File: config.mk
export PLATFORM = sky130hd
export DESIGN_NAME = clock_set_controller
export DESIGN_NICKNAME = d
export VERILOG_FILES = /design/src/rtl/clock_pkg.sv /design/src/rtl/button_debounce.sv /design/src/rtl/clock_set_controller.sv
export SDC_FILE = /design/constraint.sdc
export NUM_CORES = 1
export LEC_CHECK = 0
export CAP_MARGIN = 20
export CORE_MARGIN = 2
export CORE_UTILIZATION = 44
export DETAILED_ROUTE_END_ITERATION = 6
export PLACE_DENSITY_LB_ADDON = 0.08
export SETUP_SLACK_MARGIN = 0.05
export SYNTH_ARGS = -nofsm -noshare
export SYNTH_HDL_FRONTEND = slang
export SYNTH_HIERARCHICAL = 1
export SYNTH_SLANG_ARGS = --single-unit
File: constraint.sdc
create_clock -name clk -period 2.6 [get_ports clk]
set_clock_uncertainty 0.05 [all_clocks]
set_input_delay 0.52 -clock clk [delete_from_list [all_inputs] [get_ports clk]]
set_output_delay 0.52 -clock clk [all_outputs]
set_load 0.02 [all_outputs]
File: src/rtl/clock_pkg.sv
`default_nettype none
// ============================================================================
//  Module      : clock_pkg
//  Description : Shared definitions for the clock set controller: set FSM
//                state encoding, button codes and default timing values.
//  Revision    : 1.0  initial release
// ============================================================================
package clock_pkg;

    // Set FSM states
    typedef enum logic [1:0] {
        ST_IDLE   = 2'd0,
        ST_FIRST  = 2'd1,
        ST_HOLD   = 2'd2,
        ST_REPEAT = 2'd3
    } set_state_t;

    // Default debounce and auto-repeat timing, in tick_set strobes
    localparam int unsigned C_DEBOUNCE_TICKS_DEF = 2;
    localparam int unsigned C_REPEAT_DELAY_DEF   = 5;

    // Button code is {hours, minutes}
    localparam logic [1:0] C_CODE_MIN  = 2'b01;
    localparam logic [1:0] C_CODE_HOUR = 2'b10;

    // Only a single pressed button selects a field; 00 and 11 mean "released"
    function automatic logic is_single(input logic [1:0] code);
        return (code == C_CODE_MIN) || (code == C_CODE_HOUR);
    endfunction

endpackage
`default_nettype wire

File: src/rtl/button_debounce.sv
`default_nettype none
// ============================================================================
//  Module      : button_debounce
//  Description : Two-flop synchronizer plus tick-based debounce for the
//                2-bit button code. The accepted code is presented on the
//                same clk as the accepting tick_set strobe.
//  Revision    : 1.0  initial release
// ============================================================================
module button_debounce #(
    parameter int unsigned DEBOUNCE_TICKS = clock_pkg::C_DEBOUNCE_TICKS_DEF
) (
    input  logic       clk,
    input  logic       reset_n,
    input  logic       tick_set,
    input  logic [1:0] btn_raw,
    output logic [1:0] code
);

    localparam logic [2:0] c_ticks = 3'(DEBOUNCE_TICKS);

    logic [1:0] r_sync1;
    logic [1:0] r_sync2;
    logic [1:0] r_prev;
    logic [1:0] r_code;
    logic [2:0] r_cnt;
    logic       w_stable;
    logic       w_accept;

    // Any clk-level change of the synchronized code restarts the count
    assign w_stable = (r_sync2 == r_prev);
    assign w_accept = tick_set && w_stable && (r_cnt == c_ticks - 3'd1);
    assign code     = w_accept ? r_prev : r_code;

    // Two-flop synchronizer for both buttons
    always_ff @(posedge clk or negedge reset_n) begin
        if (!reset_n) begin
            r_sync1 <= 2'b00;
            r_sync2 <= 2'b00;
        end else begin
            r_sync1 <= btn_raw;
            r_sync2 <= r_sync1;
        end
    end

    // Stability counter (saturating) and accepted-code register
    always_ff @(posedge clk or negedge reset_n) begin
        if (!reset_n) begin
            r_prev <= 2'b00;
            r_cnt  <= 3'd0;
            r_code <= 2'b00;
        end else begin
            r_prev <= r_sync2;
            if (!w_stable) begin
                r_cnt <= 3'd0;
            end else if (tick_set && (r_cnt != c_ticks)) begin
                r_cnt <= r_cnt + 3'd1;
            end
            if (w_accept) begin
                r_code <= r_prev;
            end
        end
    end

endmodule
`default_nettype wire

File: src/rtl/clock_set_controller.sv
`default_nettype none
// ============================================================================
//  Module      : clock_set_controller
//  Description : Time-set controller for a digital clock. Debounces the
//                hours/minutes buttons, issues first/auto-repeat increments
//                and gates the 1 Hz seconds advance while setting.
//  Revision    : 1.0  initial release
// ============================================================================
module clock_set_controller #(
    parameter int unsigned DEBOUNCE_TICKS = clock_pkg::C_DEBOUNCE_TICKS_DEF,
    parameter int unsigned REPEAT_DELAY   = clock_pkg::C_REPEAT_DELAY_DEF
) (
    input  logic clk,
    input  logic reset_n,
    input  logic tick_1hz,
    input  logic tick_set,
    input  logic btn_hours,
    input  logic btn_minutes,
    output logic inc_sec,
    output logic inc_min,
    output logic inc_hour,
    output logic sec_clear,
    output logic set_mode
);
    import clock_pkg::*;

    localparam logic [3:0] c_repeat = 4'(REPEAT_DELAY);

    set_state_t r_state;
    set_state_t w_next;
    logic [3:0] r_rep;
    logic [3:0] w_rep;
    logic [1:0] w_code;
    logic       w_single;
    logic       w_inc_sec;
    logic       w_inc_min;
    logic       w_inc_hour;
    logic       w_sec_clear;
    logic       r_inc_sec;
    logic       r_inc_min;
    logic       r_inc_hour;
    logic       r_sec_clear;
    logic       r_set_mode;

    button_debounce #(
        .DEBOUNCE_TICKS (DEBOUNCE_TICKS)
    ) u_button_debounce (
        .clk      (clk),
        .reset_n  (reset_n),
        .tick_set (tick_set),
        .btn_raw  ({btn_hours, btn_minutes}),
        .code     (w_code)
    );

    assign w_single = is_single(w_code);

    // Next-state, repeat counter and increment decode; a release code always wins
    always_comb begin
        w_next      = r_state;
        w_rep       = r_rep;
        w_inc_sec   = 1'b0;
        w_inc_min   = 1'b0;
        w_inc_hour  = 1'b0;
        w_sec_clear = 1'b0;
        case (r_state)
            ST_IDLE: begin
                if (w_single) begin
                    // Entering FIRST: the set increment pre-empts a coincident 1 Hz tick
                    w_next      = ST_FIRST;
                    w_rep       = c_repeat;
                    w_sec_clear = 1'b1;
                    w_inc_hour  = (w_code == C_CODE_HOUR);
                    w_inc_min   = (w_code == C_CODE_MIN);
                end else if (tick_1hz) begin
                    w_inc_sec = 1'b1;
                end
            end
            ST_FIRST: begin
                w_next = w_single ? ST_HOLD : ST_IDLE;
            end
            ST_HOLD: begin
                if (!w_single) begin
                    w_next = ST_IDLE;
                end else if (r_rep == 4'd0) begin
                    w_next = ST_REPEAT;
                end else if (tick_set) begin
                    w_rep = r_rep - 4'd1;
                end
            end
            ST_REPEAT: begin
                if (!w_single) begin
                    w_next = ST_IDLE;
                end else if (tick_set) begin
                    w_inc_hour = (w_code == C_CODE_HOUR);
                    w_inc_min  = (w_code == C_CODE_MIN);
                end
            end
            default: begin
                w_next = ST_IDLE;
            end
        endcase
    end

    // State, repeat counter and registered outputs
    always_ff @(posedge clk or negedge reset_n) begin
        if (!reset_n) begin
            r_state     <= ST_IDLE;
            r_rep       <= 4'd0;
            r_inc_sec   <= 1'b0;
            r_inc_min   <= 1'b0;
            r_inc_hour  <= 1'b0;
            r_sec_clear <= 1'b0;
            r_set_mode  <= 1'b0;
        end else begin
            r_state     <= w_next;
            r_rep       <= w_rep;
            r_inc_sec   <= w_inc_sec;
            r_inc_min   <= w_inc_min;
            r_inc_hour  <= w_inc_hour;
            r_sec_clear <= w_sec_clear;
            r_set_mode  <= (w_next != ST_IDLE);
        end
    end

    assign inc_sec   = r_inc_sec;
    assign inc_min   = r_inc_min;
    assign inc_hour  = r_inc_hour;
    assign sec_clear = r_sec_clear;
    assign set_mode  = r_set_mode;

endmodule
`default_nettype wire

## Yosys cells after proc, flatten, opt, wreduce, memory -nomap -nowiden

Cells that the tools add are included.

| cells by class | value |
|---|---|
| add/subtract/negate cells | 2 |
| equality and inequality tests | 13 |
| muxes and demuxes | 27 |
| reductions and logical operators | 9 |

Operators with widths:

| operator | count |
|---|---|
| 2-to-1 mux 4 bit | 4 |
| 2-to-1 mux 2 bit | 6 |
| 2-to-1 mux 1 bit | 11 |
| inequality test 2 bit (second input constant) | 5 |
| one-hot mux 2 bit (4 select lines) | 1 |
| one-hot mux 4 bit (2 select lines) | 1 |
| == test 2 bit (second input constant) | 3 |
| 2-to-1 mux 3 bit | 2 |
| AND reduction 5 bit | 1 |
| == test 2 x 1 -> 1 bit (second input constant) | 2 |
| logical NOT 4 bit | 1 |
| one-hot mux 1 bit (2 select lines) | 2 |
| nonzero test 2 bit | 2 |
| subtractor 4 x 1 -> 4 bit (second input constant) | 1 |
| adder 3 x 1 -> 3 bit (second input constant) | 1 |
| == test 3 x 1 -> 1 bit (second input constant) | 1 |
| logical AND 1 bit | 3 |
| inequality test 3 x 2 -> 1 bit (second input constant) | 1 |
| == test 2 bit | 1 |
| logical NOT 2 bit | 1 |
| logical OR 1 bit | 1 |

| word-level totals | value |
|---|---|
| bits in registers | 22 |
| input port bits | 6 |
| output and inout bits | 5 |
| word-level logic and storage cells | 63 |

## Longest topological paths before layout

Gate-level depths: netlist of run 1.

| depth | value |
|---|---|
| depth in word-level cells | 9 |
| gate-level depth with buffers | 11 |

## By module

Netlist of run 1, hierarchy kept.

By module, submodules not included:

| module | instances | cells an instance | area each (um2) | sequential area each (um2) |
|---|---|---|---|---|
| clock_set_controller | 1 | 66 | 706.9 | 275.3 |
| button_debounce | 1 | 35 | 455.4 | 275.3 |

## Least setup slack after synthesis of run 1

No wires, ideal clock.

| path | value |
|---|---|
| kind | reg-to-reg |
| from | register u_button_debounce.r_cnt[0] |
| to | register r_rep[3] |
| library setup time | 0.128 ns |
| arrival time | 2.154 ns |
| path slack | 0.268 ns |
| cell stages (with the launch flop) | 8 |
| path buffers | 0 |
| period minus slack after synthesis | 2.332 ns |
| path through | dfrtp_1 -> ha_1 -> and3b_1 -> and3_4 -> mux2_4 -> ha_1 -> nor4_4 -> mux2_1 |

| on the way | value |
|---|---|
| longest elaborated chain between the ends | 7 |

RTL lines:

| what | line | source |
|---|---|---|
| start, declared | button_debounce.sv:25 | `logic [2:0] r_cnt;` |
| start signal, assigned | button_debounce.sv:56 | `r_cnt <= r_cnt + 3'd1;` |
| == test 3 x 1 -> 1 bit * | button_debounce.sv:31 | `assign w_accept = tick_set && w_stable && (r_cnt == c_ticks - 3'd1);` |
| logical AND 1 bit * | button_debounce.sv:31 |  |
| 2-to-1 mux 2 bit * | -- |  |
| named net w_code[1] | clock_set_controller.sv:33 | `logic [1:0] w_code;` |
| == test 2 x 1 -> 1 bit or == test 2 bit (tied branches) | clock_pkg.sv:28 | `return (code == C_CODE_MIN) \|\| (code == C_CODE_HOUR);` |
| logical OR 1 bit * | clock_pkg.sv:28 |  |
| inequality test 2 bit (no source line) | -- |  |
| AND reduction 5 bit (no source line) * | -- |  |
| end signal, assigned | clock_set_controller.sv:116 | `r_rep <= w_rep;` |
| end, declared | clock_set_controller.sv:31 | `logic [3:0] r_rep;` |

The timed path passes the listed nets; every way through them passes the cells marked *.
A chain may end at the register's enable or synchronous reset.

## Worst setup path after layout of run 1

| path | value |
|---|---|
| from | input tick_set |
| to | register r_rep[0] |

| on the way | value |
|---|---|
| longest elaborated chain between the ends | 7 |

RTL lines:

| what | line | source |
|---|---|---|
| start, declared | clock_set_controller.sv:16 | `input logic tick_set,` |
| logical AND 1 bit * (2 in series) | button_debounce.sv:31 |  |
| 2-to-1 mux 2 bit * | -- |  |
| named net w_code[0] | clock_set_controller.sv:33 |  |
| == test 2 x 1 -> 1 bit or == test 2 bit (tied branches) | clock_pkg.sv:28 |  |
| logical OR 1 bit * | clock_pkg.sv:28 |  |
| inequality test 2 bit (no source line) | -- |  |
| AND reduction 5 bit (no source line) * | -- |  |

Marked as above.

==> flow_summary.json, run 1 <==
{
  "antenna_found_initial": 0,
  "max_freq_mhz": 403,
  "end_kind": "flip-flop",
  "rows": 18,
  "post-route-min-period_ps": 2480,
  "syn-num-nets": 118,
  "grt_usage_pct": 12.5,
  "critPathLaunchType": "primary input",
  "yosysWarnings": 6,
  "crit_family": "multiplexers",
  "max_stage_delay_ps": 470,
  "power.density_mw_per_mm2": 902,
  "dp_cells": 145,
  "wl_per_cell_um": 11.8,
  "wl_mm": 1.75,
  "yosys_register_bits": 22,
  "core-area_mm2": 0.00250,
  "drc": 0,
  "critPathSlowestCell": "clkdlybuf4s50_1",
  "drt-initial-drc-count": 14,
  "cts_hold_buf": 0,
  "critPathBufInv": 2,
  "mappedNetlistArea_mm2": 0.00116,
  "final.period_utilization_pct": 95.4,
  "worstPathArrival_ps": 2610,
  "area_delta_synth_final_pct": 17.9,
  "gp_congestion": 0.736,
  "cts_buffers": 3,
  "swShare_pct": 37.2,
  "rsz0062_at_grt": "false",
  "drv_slew": 0,
  "status": "complete, no violations",
  "power_switching_mw": 0.460,
  "avgSynthCellArea_um2": 11.5,
  "insertion_delay_ps": 290,
  "required_ps": 2730,
  "drive_above_1_share_pct": 16.1,
  "h-tree-depth": 1,
  "seq_area_frac_synth_pct": 47.4,
  "pin_count": 11,
  "vias_per_cell": 5.12,
  "netlist_instances": 101,
  "cp_max_fo": 6,
  "ant_nets": 0,
  "final_cell_count_no_fill": 148,
  "worst_slew_pin_slew_ps": 483,
  "leakagePower_nw": 0.621,
  "path_clk_slew_ps": 100,
  "fp.dieH_um": 55.4,
  "finalSetupViolations": 0,
  "pre_cts_ws_ps": -279,
  "grt_start_max_net_pins": 23,
  "pwr-share-seq_pct": 37.5,
  "hold_viol_final": 0,
  "clockBufferDepth": 2,
  "n_antenna_cell": 0,
  "clock-sinks": 22,
  "dieArea_mm2": 0.00307,
  "die_width_um": 55.4,
  "cts_setup_buffers": 0,
  "port_buffers": 10,
  "path_cells": "clkdlybuf4s50_1 > and3b_1 > and3_4 > mux2_4 > inv_1 > ha_2 > nor3_4 > mux2_1",
  "start_util_pct": 46.5,
  "power_frac_clock_pct": 11.6,
  "nNetsFinal": 137,
  "worstSetupPathType": "in -> reg",
  "fillers": 212,
  "synthDistinctLibCells": 35,
  "drv_cap": 0,
  "fin_ws_ps": 120,
  "peakVddDrop_mv": 0.612,
  "grt_pass1_vias": 653,
  "cts_root_buffer": "clkbuf_4",
  "first_pass_iters": 4,
  "slew_headroom_pct": 67.8,
  "cts_tree": "yes",
  "grt_first_pass_wirelength_mm": 2.99,
  "dp_hpwl_mm": 1.30,
  "combPwrFrac_pct": 50.8,
  "gr-total-overflow": 0,
  "dr_total_vias": 758,
  "hold_path_class": "reg -> reg",
  "fin_util_pct": 54.8,
  "intPower_mw": 0.776
}
## final cells by class
type | instances | area, µm² | share of cell area (%)
Clock buffer | 3 | 22.5 | 1.64
Inverter | 12 | 45.0 | 3.29
Multi-Input combinational cell | 65 | 569 | 41.6
Sequential cell | 22 | 551 | 40.2
Tap cell | 30 | 37.5 | 2.74
Timing Repair Buffer | 16 | 145 | 10.6
## worst reg2reg max path, cell delays in order (launching register included)
cell	delay, ps
dfrtp_1	440
ha_1	220
and3b_1	160
and3_4	180
mux2_4	300
inv_1	60
ha_2	330
nor3_4	230
mux2_1	340
## stage by stage
step	hold WS, ps	instance area (µm²)	total power [mW]	setup TNS, ps
3_5_place_dp	285	1330	1.06	-1290
2_1_floorplan	174	1160	0.885	0
4_1_cts	311	1350	1.21	0
3_3_place_gp	284	1330	1.05	-1230
6_report	308	1370	1.24	0
5_1_grt	325	1370	1.34	0
## timing repair
action                                 4_1_cts  5_1_grt
gates resized for setup                      0        4
setup endpoints to repair                    0        4
endpoints found under the hold margin        0        0
## kinds of logic (layout without fill, tap and decap cells)
| logic type | count (synthesis) | after routing | synth area share, % |
|---|---|---|---|
| AO/OA/AOI/OAI | 16 | 16 | 8.93 |
| XOR/XNOR | 2 | 2 | 1.51 |
| adder cells (fa/ha/maj) | 11 | 11 | 11.8 |
| buffers and inverters | 14 | 31 | 5.27 |
| flip-flops | 22 | 22 | 47.4 |
| multiplexers | 7 | 7 | 8.18 |
| AND/OR/NAND/NOR | 29 | 29 | 16.9 |
## synthesized netlist by cell type (all sizes together)
master	n	area share, %
a211o	1	0.75
a211oi	1	0.65
a21o	1	0.65
a21oi	2	0.86
a22oi	2	1.3
and2	2	1.1
and3	2	1.5
and3b	1	0.75
and4bb	1	1.4
buf	2	1.4
dfrtp	22	47
ha	11	12
inv	12	3.9
mux2	4	4.5
mux2i	3	3.7
nand2	5	1.6
nand2b	1	0.54
nand3	1	0.43
nand3b	1	0.65
nor2	4	1.3
nor2b	3	1.6
nor3	2	1.3
nor3b	2	1.3
nor4	1	1.8
o21a	1	0.65
o21ai	4	1.7
o22ai	2	1.1
o31ai	2	1.3
or3	3	1.6
xnor2	2	1.5
## sequential cells by signal, indices dropped and copies added, names as in the netlist
register,count
inc_hour,1
inc_min,1
inc_sec,1
r_rep,4
r_state,2
sec_clear,1
set_mode,1
u_button_debounce/r_cnt,3
u_button_debounce/r_code,2
u_button_debounce/r_prev,2
u_button_debounce/r_sync1,2
u_button_debounce/r_sync2,2
## path summary, 6_finish.rpt
kind	start	end	slack (ps)	cells after the start
worst max-delay path	tick_set	r_rep[0]	120	8
worst min-delay path	u_button_debounce/r_sync1[0]	u_button_debounce/r_sync2[0]	310	0
worst max register to register	u_button_debounce/r_cnt[0]	r_rep[0]	190	8
worst min register to register	u_button_debounce/r_sync1[0]	u_button_debounce/r_sync2[0]	310	0
max in group asynchronous	reset_n	r_rep[2]	1770	2
min in group asynchronous	reset_n	r_state[1]	500	2
## layer usage
| layer | global-route usage (%) | wire length, µm |
|---|---|---|
| met3 | 5.39 | 80 |
| met4 | 2.09 | 15 |
| met5 | 0 | 0 |
| met2 | 18.0 | 744 |
| met1 | 17.7 | 906 |
## layout by cell type (no fill, tap or decap), drive strengths merged, types with 2 or more instances in the layout
master and count:
buf 6, mux2i 3, nor2b 3, and3 2, o22ai 2, ha 11, or3 3, nor2 4
clkbuf 3, o31ai 2, mux2 4, dfrtp 22, nand2 5, nor3 2, xnor2 2, a22oi 2
o21ai 4, nor3b 2, clkdlybuf4s50 10, a21oi 2, and2 2, inv 12
## power by group through the flow
stage          Combinational [mW]  Sequential, mW  Clock, mW
2_1_floorplan               0.391           0.495          0
3_3_place_gp                0.585           0.470          0
3_5_place_dp                0.593           0.471          0
4_1_cts                     0.594           0.464      0.156
5_1_grt                     0.693           0.475      0.171
6_report                    0.629           0.464      0.144
No activity file was read; power rests on OpenSTA's default activity.
==> inputs of run 2 (changes only) <==
==> constraint.sdc (replaced) <==
create_clock -name clk -period 2.6 [get_ports clk]
set_clock_uncertainty 0.05 [all_clocks]
set_input_delay 0.52 -clock clk [delete_from_list [all_inputs] [get_ports clk]]
set_output_delay 0.52 -clock clk [all_outputs]
set_load 0.01 [all_outputs]
==> results of run 2 <==
Same layout as run 1 (identical final DEF). Status: complete, no violations.
Main changes from that run: total power 1.24 mW -> 1.22 mW; worst IR drop on VDD 0.612 mV -> 0.568 mV
==> inputs of run 3 (changes only) <==
--- a/config.mk
+++ b/config.mk
@@ -9,7 +9,7 @@
 export CORE_MARGIN = 2
 export CORE_UTILIZATION = 44
 export DETAILED_ROUTE_END_ITERATION = 6
-export PLACE_DENSITY_LB_ADDON = 0.08
+export PLACE_DENSITY = 0.7
 export SETUP_SLACK_MARGIN = 0.05
 export SYNTH_ARGS = -nofsm -noshare
 export SYNTH_HDL_FRONTEND = slang
==> run 3 against run 2 <==
Die area unchanged. Critical path depth unchanged. Wire length increased by 4.0%. Largest power group unchanged.
==> flow_summary.json, run 3 (synthesis results as in run 1) <==
{
  "status": "complete, no violations",
  "core-area_mm2": 0.00250,
  "reg2reg_depth": 8,
  "wl_per_cell_um": 12.0,
  "start_util_pct": 46.5,
  "design_area_mm2": 0.00141,
  "pin_count": 11,
  "setup_tns_ps": 0,
  "cts_hold_buf": 0,
  "insertion_delay_ps": 300,
  "final.period_utilization_pct": 95.7,
  "end_kind": "flip-flop",
  "fin_ws_ps": 113,
  "cts_tree": "yes",
  "holdPathStages": 0,
  "rows": 18,
  "gp_congestion": 0.777,
  "cp_max_fo": 6,
  "grt_start_max_net_pins": 23,
  "drc": 0,
  "rsz0062_at_grt": "false",
  "antenna_found_initial": 0,
  "vias_per_cell": 5.05,
  "power_mw": 1.34,
  "largest-register": "r_rep",
  "finalSetupViolations": 0,
  "dr_total_vias": 762,
  "reg2reg_to": "r_rep[3]",
  "placed_area_mm2": 0.00134,
  "drv_cap": 0,
  "pwr-share-seq_pct": 34.5,
  "largest_reg_flops": 4,
  "ant_nets": 0,
  "nNetsFinal": 139,
  "drv_slew": 0,
  "power.density_mw_per_mm2": 947,
  "power_switching_mw": 0.447,
  "grt_pass1_vias": 760,
  "critPathLaunchType": "primary input",
  "cts_root_buffer": "clkbuf_4",
  "grt_usage_pct": 13.4,
  "leakagePower_nw": 0.644,
  "reg2reg_setup_slack_ps": 190,
  "first_pass_iters": 4,
  "path_clk_slew_ps": 130,
  "fp.dieH_um": 55.4,
  "combPwrFrac_pct": 46.1,
  "dieArea_mm2": 0.00307,
  "fillers": 226,
  "hold_viol_final": 0,
  "cts_buffers": 3,
  "mostFrequentLayoutCell": "dfrtp_1",
  "fin_util_pct": 56.6,
  "gr-total-overflow": 0,
  "port_buffers": 10,
  "post-route-min-period_ps": 2490,
  "worstPathArrival_ps": 2640,
  "min_to": "u_button_debounce/r_sync2[1]",
  "pre_cts_ws_ps": -308,
  "swShare_pct": 33.4,
  "top_regs": "r_rep: 4 flops, u_button_debounce/r_cnt: 3 flops",
  "intPower_mw": 0.892,
  "drt-initial-drc-count": 9,
  "clock-sinks": 22,
  "worst_slew_pin_slew_ps": 472,
  "slew_headroom_pct": 68.5,
  "die_width_um": 55.4,
  "drive_above_1_share_pct": 17.4,
  "h-tree-depth": 1,
  "timing.rr.start": "u_button_debounce/r_cnt[0]",
  "worstSetupPathType": "in -> reg",
  "clockBufferDepth": 2,
  "max_freq_mhz": 402,
  "min_from": "u_button_debounce/r_sync1[1]",
  "hold_path_class": "reg -> reg",
  "dp_hpwl_mm": 1.40,
  "required_ps": 2750,
  "peakVddDrop_mv": 0.603,
  "area_delta_synth_final_pct": 21.6,
  "power_frac_clock_pct": 19.4,
  "n_antenna_cell": 0,
  "wl_mm": 1.82,
  "final_cell_mix": "dfrtp_1, inv_1, ha_1, clkdlybuf4s50_1, buf_4",
  "grt_first_pass_wirelength_mm": 3.26
}
[run 3: cell count changes in the layout (fill, tap and decap cells not counted)]
cell / previous run / this run
a211oi_1: 0 / 1
a211oi_2: 1 / 0
buf_4: 6 / 8
bufinv_16: 0 / 1
ha_2: 1 / 0
ha_4: 0 / 1
nor3_2: 0 / 1
nor3_4: 1 / 0
[run 3: cell type report]
type	count	area [µm²]	share of cell area, %
sequential	22	551	38.9
inverter	12	45.0	3.19
tap	30	37.5	2.65
timing repair buffer	18	160	11.3
multi-input combinational	65	568	40.2
clock inverter	1	30.0	2.12
clock buffer	3	22.5	1.59
[run 3: worst max-delay path by stage]
| stage | slack (ps) | depth (start not counted) | startpoint | to |
|---|---|---|---|---|
| 2_1_floorplan | 270 | 7 | u_button_debounce/r_cnt[0] | r_rep[3] |
| 3_3_place_gp | -240 | 7 | tick_set | r_rep[3] |
| 3_5_place_dp | -310 | 8 | tick_set | r_rep[3] |
| 4_1_cts | 110 | 8 | tick_set | r_rep[3] |
| 5_1_grt | 80 | 8 | tick_set | r_rep[0] |
| 6_report | 110 | 8 | tick_set | r_rep[3] |
[run 3: repair_timing]
action                                  4_1_cts  5_1_grt
setup buffers                                 0        0
resized for setup                             3        0
endpoints found under the setup margin        1        0
hold endpoints to repair                      0        0
[run 3: power by group through the flow]
stage,Sequential [mW],Clock (mW),Combinational (mW)
global placement,0.466,0,0.578
finish,0.462,0.260,0.617
global route,0.474,0.292,0.697
detailed placement,0.471,0,0.594
CTS,0.463,0.269,0.628
floorplan,0.474,0,0.391
[run 3: routing by layer]
layer / share of wire (%) / global-route usage [%] / vias to the layer above
li1: - / - / 384
met1: 48 / 17.4 / 367
met2: 49 / 21.3 / 9
met3: 2.7 / 3.51 / 2
met4: 0.66 / 5.57 / 0
met5: 0 / 0 / -
[run 3: stage by stage]
stage / hold slack (ps) / cells
final: 312 / 151
after global routing: 326 / 151
after CTS: 316 / 151
after detailed placement: 286 / 147
after global placement: 284 / 147
after floorplan: 174 / 101
[run 3: critical path, cell delays in order]
cell and delay (ps):
clkdlybuf4s50_1 480, and3b_1 180, and3_4 200, mux2_4 310, inv_1 100, ha_4 240, nor4_4 270, mux2_1 330
